<file path="src/rtl/vrf_rd_port_pkg.sv">
// rtl/vrf_rd_port_pkg.sv - shared vector register file configuration types
package vrf_rd_port_pkg;

    localparam int NUM_VREGS = 32;
    localparam int ADDR_W    = 6;   // one bit wider than needed so out-of-range indices are representable
    localparam int DATA_W    = 32;

    typedef logic [ADDR_W-1:0] addr_t;
    typedef logic [DATA_W-1:0] data_t;

endpackage

</file>
<file path="src/rtl/rd_resp_fifo.sv">
// rtl/rd_resp_fifo.sv - in-order response buffer for the register file read port
//
// Ports:
//   clk_i, arst_ni      clock, asynchronous active-low reset
//   push_i, push_data_i enqueue one entry (taken when not full, or when popping)
//   pop_i, pop_data_o   dequeue head entry; pop_data_o shows the head
//   full_o, empty_o     occupancy flags
//   count_o             number of stored entries
module rd_resp_fifo #(
    parameter int DEPTH = 2,
    parameter int WIDTH = 32
) (
    input  logic                       clk_i,
    input  logic                       arst_ni,
    input  logic                       push_i,
    input  logic [WIDTH-1:0]           push_data_i,
    input  logic                       pop_i,
    output logic [WIDTH-1:0]           pop_data_o,
    output logic                       full_o,
    output logic                       empty_o,
    output logic [$clog2(DEPTH+1)-1:0] count_o
);

    localparam int PW = (DEPTH > 1) ? $clog2(DEPTH) : 1;
    localparam int CW = $clog2(DEPTH + 1);

    logic [WIDTH-1:0] mem [DEPTH];
    logic [PW-1:0]    wptr;
    logic [PW-1:0]    rptr;
    logic [CW-1:0]    count;
    logic             do_push;
    logic             do_pop;

    // Pointer wrap that also works for non-power-of-two depths.
    function automatic logic [PW-1:0] ptr_inc(input logic [PW-1:0] p);
        return (p == PW'(DEPTH - 1)) ? '0 : p + 1'b1;
    endfunction

    assign full_o     = (count == CW'(DEPTH));
    assign empty_o    = (count == '0);
    assign count_o    = count;
    assign pop_data_o = mem[rptr];
    assign do_pop     = pop_i && !empty_o;
    // A full buffer still accepts a push when the head leaves on the same edge.
    assign do_push    = push_i && (!full_o || do_pop);

    always_ff @(posedge clk_i or negedge arst_ni) begin
        if (!arst_ni) begin
            for (int i = 0; i < DEPTH; i++) begin
                mem[i] <= '0;
            end
            wptr  <= '0;
            rptr  <= '0;
            count <= '0;
        end else begin
            if (do_push) begin
                mem[wptr] <= push_data_i;
                wptr      <= ptr_inc(wptr);
            end
            if (do_pop) begin
                rptr <= ptr_inc(rptr);
            end
            if (do_push && !do_pop) begin
                count <= count + 1'b1;
            end else if (!do_push && do_pop) begin
                count <= count - 1'b1;
            end
        end
    end

endmodule

</file>
<file path="src/rtl/vrf_rd_port.sv">
// rtl/vrf_rd_port.sv - vector register file with one buffered in-order read port
//
// Ports:
//   clk_i, arst_ni                            clock, asynchronous active-low reset
//   rd_addr_valid_i/rd_addr_i/rd_addr_ready_o read request handshake
//   rd_data_valid_o/rd_data_o/rd_data_ready_i read response handshake
//   wr_en_i/wr_addr_i/wr_data_i               writeback port
module vrf_rd_port
    import vrf_rd_port_pkg::*;
#(
    parameter int NUM_REGS   = NUM_VREGS,
    parameter int RESP_DEPTH = 2
) (
    input  logic  clk_i,
    input  logic  arst_ni,
    input  logic  rd_addr_valid_i,
    input  addr_t rd_addr_i,
    output logic  rd_addr_ready_o,
    output logic  rd_data_valid_o,
    output data_t rd_data_o,
    input  logic  rd_data_ready_i,
    input  logic  wr_en_i,
    input  addr_t wr_addr_i,
    input  data_t wr_data_i
);

    localparam int IW = (NUM_REGS > 1) ? $clog2(NUM_REGS) : 1;
    localparam int CW = $clog2(RESP_DEPTH + 1);

    data_t         regs [NUM_REGS];
    data_t         rd_value;
    logic          rd_in_range;
    logic          ready_en;
    logic          fifo_full;
    logic          fifo_empty;
    logic [CW-1:0] occ;

    // Holds ready low through reset and rises on the first edge after release.
    always_ff @(posedge clk_i or negedge arst_ni) begin
        if (!arst_ni) begin
            ready_en <= 1'b0;
        end else begin
            ready_en <= 1'b1;
        end
    end

    // Storage is read on the accept edge and pushed straight into the buffer,
    // so occupancy is just the buffer count (no separate in-flight stage).
    assign rd_addr_ready_o = ready_en && (occ < CW'(RESP_DEPTH));
    assign rd_data_valid_o = !fifo_empty;
    assign rd_in_range     = (rd_addr_i < ADDR_W'(NUM_REGS));

    // Write-first bypass; out-of-range reads return zero even if a write
    // targets the same (ignored) index.
    always_comb begin
        rd_value = '0;
        if (rd_in_range) begin
            if (wr_en_i && (wr_addr_i == rd_addr_i)) begin
                rd_value = wr_data_i;
            end else begin
                rd_value = regs[rd_addr_i[IW-1:0]];
            end
        end
    end

    always_ff @(posedge clk_i or negedge arst_ni) begin
        if (!arst_ni) begin
            for (int i = 0; i < NUM_REGS; i++) begin
                regs[i] <= '0;
            end
        end else begin
            for (int i = 0; i < NUM_REGS; i++) begin
                if (wr_en_i && (wr_addr_i == ADDR_W'(i))) begin
                    regs[i] <= wr_data_i;
                end
            end
        end
    end

    rd_resp_fifo #(
        .DEPTH (RESP_DEPTH),
        .WIDTH (DATA_W)
    ) u_resp_fifo (
        .clk_i       (clk_i),
        .arst_ni     (arst_ni),
        .push_i      (rd_addr_valid_i && ready_en && !fifo_full),
        .push_data_i (rd_value),
        .pop_i       (rd_data_ready_i),
        .pop_data_o  (rd_data_o),
        .full_o      (fifo_full),
        .empty_o     (fifo_empty),
        .count_o     (occ)
    );

endmodule

</file>
<file path="config.mk">
export PLATFORM = sky130hd
export DESIGN_NAME = vrf_rd_port
export DESIGN_NICKNAME = d
export VERILOG_FILES = /design/src/rtl/vrf_rd_port_pkg.sv /design/src/rtl/rd_resp_fifo.sv /design/src/rtl/vrf_rd_port.sv
export SDC_FILE = /design/constraint.sdc
export NUM_CORES = 2
export LEC_CHECK = 0
export BUFFER_PORTS_ARGS = -buffer_cell sky130_fd_sc_hd__buf_2
export CAP_MARGIN = 40
export CELL_PAD_IN_SITES_DETAIL_PLACEMENT = 1
export CELL_PAD_IN_SITES_GLOBAL_PLACEMENT = 2
export CORE_ASPECT_RATIO = 0.5
export CORE_MARGIN = 3
export CORE_UTILIZATION = 35
export DETAILED_ROUTE_END_ITERATION = 12
export PLACE_DENSITY = 0.72
export SLEW_MARGIN = 30
export SYNTH_ARGS = -nofsm -noshare
export SYNTH_HDL_FRONTEND = slang
export SYNTH_HIERARCHICAL = 1
export SYNTH_SLANG_ARGS = --single-unit
export TNS_END_PERCENT = 50
</file>
<file path="constraint.sdc">
create_clock -name clk_i -period 5.65 [get_ports clk_i]
set_clock_uncertainty 0.15 [all_clocks]
set_input_delay 1.13 -clock clk_i [delete_from_list [all_inputs] [get_ports clk_i]]
set_output_delay 1.13 -clock clk_i [all_outputs]
set_load 0.01 [all_outputs]
</file>
==> impl_metrics.toml <==
[route]
first_pass_iters = 5
routed_wirelength_mm = 152
drc = 0
route.vias.total = 29600
drtIter0Drc = 1839
wl_per_cell_um = 28.8
antenna_left = 0
viasPerCell = 5.61

[setup_path]
path_class = "reg2out"
slowest_delay_ns = 0.88
cp_top_family = "flip-flops"
cpMaxStageDelayCell = "dfrtp_4"
crit_path_end_kind = "output pin"
worstPathArrival_ns = 2.62
crit_path_start_kind = "flop"
path_buf_inv = 2
crit_chain = "buf_4 -> mux2_2 -> buf_2"
critPathRequiredTime_ns = 4.37
path_max_fanout = 25
cp-startpoint = "u_resp_fifo/rptr"
rr_startpoint = "u_resp_fifo/count_o[0]"

[clocking]
cts_sinks = 1093
cts_buffers = 108
postCtsHoldBufs = 0
cts_tree = "yes"
clock_path_buffers = 3
cts_resized = 0
cts_setup_buffers = 0
htreeDepth = 3
insertion_delay_ns = 0.69
cts_root_buffer = "clkbuf_16"
clk_pin_slew_ns = 0.06

[grt]
grtUsageTotal_pct = 20.3
grt_pass1_vias = 32400
overflow = 0
grt_start_max_net_pins = 116
antenna_found_initial = 5
grt_pass1_wl_mm = 224

[sta]
fmax_mhz = 256
fin_crit_sh_pct = 69.0
grt_setup_unrepaired = "no"
drv_slew = 0
slew_headroom_pct = 38.7
hold-worst-slack_ns = 0.159
setup_viol = 0
worstMarginPinSlew_ns = 0.920
tns_ns = 0
fin_crit_ns = 3.90
hold_violations = 0

[final_layout]
final_area_um2 = 56500
multi_input_area_um2 = 21400
regArea_um2 = 27400
fin_util_pct = 40.0
nFillCells = 14000
layout-drive-gt1-share_pct = 49.1
nets = 3355
areaGrowthSynthToFinish_pct = 12.4
fin_cells = 5274

[pwr]
p_leak_uw = 0.0262
power_density_nw_per_um2 = 360
ir_worst_vdd_mv = 0.225

[placed_design]
port_buffers = 82
place_area_um2 = 52800
hpwl_mm = 87.9
placed_cells = 5072
gp_congestion = 0.742

[die]
fp.coreArea_um2 = 141000
start_util_pct = 35.6
pin_count = 83
die-area_um2 = 149000
die_x_um = 542
row_count = 97
die_y_um = 274

[yosys]
ys_seq_elements = 1093
syn_avg_cell_area_um2 = 15.2
yosysSeqAreaShare_pct = 54.4
synth_ff_type = "dfrtp_1"
yosys_warnings = 6
synth_nets = 3367
synth_area_um2 = 50300
synthDistinctLibCells = 61
async_flop_share_pct = 100
synth_cells = 3317
synth_edf_count = 0

[flow_run]
maxCapViolCount = 0

[status]
outcome = "complete, no violations"

[hold_path]
hp-class = "in2async"
-- cells in the mapped netlist (all sizes together) (2+ instances only) --
library cell	n	share of area [%]
mux2	1120	25
o21bai	6	0.090
clkbuf	148	1.1
a211oi	2	0.030
dfrtp	1093	54
nand3b	2	0.030
a21o	11	0.16
nand4	2	0.025
o21ai	41	0.41
nor2b	10	0.12
mux2i	188	3.7
nand2b	9	0.11
mux4	163	7.4
nor3b	8	0.18
nand3	4	0.040
or3	5	0.062
o211ai	8	0.12
nor3	13	0.16
xnor2	8	0.14
buf	170	2.3
o221ai	2	0.035
xor2	3	0.052
a211o	4	0.070
a221o	24	0.48
a22oi	22	0.33
a222oi	10	0.20
a21oi	66	0.66
nand2	46	0.34
nor2	22	0.19
a21boi	2	0.030
a221oi	89	1.6
inv	4	0.030
-- cell usage in the layout, fill, tap and decap left out, types with 32 or more instances in the layout --
master | synthesis | final
clkbuf_16 | 0 | 113
a221oi_1 | 83 | 83
mux2i_1 | 188 | 188
buf_4 | 25 | 82
nand2_1 | 46 | 34
mux4_2 | 155 | 155
dfrtp_1 | 1093 | 1092
buf_2 | 93 | 77
a21oi_1 | 66 | 66
o21ai_0 | 33 | 32
mux2_2 | 1080 | 1080
-- per-layer routing --
| metal | global-route usage, % | up-vias | routed length [um] |
|---|---|---|---|
| li1 | - | 12300 | - |
| met1 | 27.2 | 16500 | 68600 |
| met2 | 34.7 | 518 | 73900 |
| met3 | 2.61 | 227 | 4910 |
| met4 | 5.95 | 2 | 4420 |
| met5 | 0 | - | 17 |
-- sequential cells by signal (all words and copies together) (netlist names) --
name and flops:
ready_en 1, u_resp_fifo/count_o 2, u_resp_fifo/wptr 1, u_resp_fifo/mem 64
regs 1024, u_resp_fifo/rptr 1
-- cell type report --
type / count / area share (%)
sequential: 1093 / 48.4
inverter: 4 / 0.0310
clock inverter: 27 / 0.527
antenna: 3 / 0.0133
clock buffer: 168 / 5.85
tap: 1881 / 4.16
timing repair buffer: 196 / 3.13
multi-input combinational: 1902 / 37.9
-- worst register-to-register path, cell delays in order (launching register included) --
cell and delay (ns):
dfrtp_1 0.50, and2b_1 0.22, nor2_1 0.17, nand2_1 0.12
nor2_4 0.36, buf_4 0.54, mux2_2 0.42
-- path summary, 6_finish.rpt --
check | to | slack (ns) | cells past startpoint
setup / recovery | rd_data_o[30] | 1.75 | 3
hold / removal | regs[1004] | 0.16 | 1
setup reg to reg | u_resp_fifo/mem[27] | 3.06 | 6
hold reg to reg | u_resp_fifo/mem[31] | 0.34 | 1
max in group asynchronous | regs[560] | 3.69 | 3
min in group clk_i | u_resp_fifo/mem[31] | 0.34 | 1
-- stage by stage --
step | setup WS (ns) | power, uW
after floorplan | 2.43 | 11800
after global placement | 1.42 | 12900
after detailed placement | 1.35 | 13100
after CTS | 1.70 | 20500
after global routing | 1.71 | 21300
final | 1.75 | 20400
-- power breakdown --
group          internal (uW)  switching, uW
clock                   4270           3140
sequential              9020            688
combinational           1700           1530
-- logic make-up (layout without fill, tap and decap cells) --
group	count (synthesis)	count (layout)	synth area share (%)
muxes	1471	1471	36.3
DFF	1093	1093	54.4
buffers and inverters	322	395	3.47
AOI/OAI and AO/OA	291	291	4.30
and+or+nand+nor	127	127	1.36
xor gates and xnor gates	11	11	0.192
adders and majority gates	1	1	0.0249
other	1	4	0.00746
No activity file was read; power rests on OpenSTA's default activity.
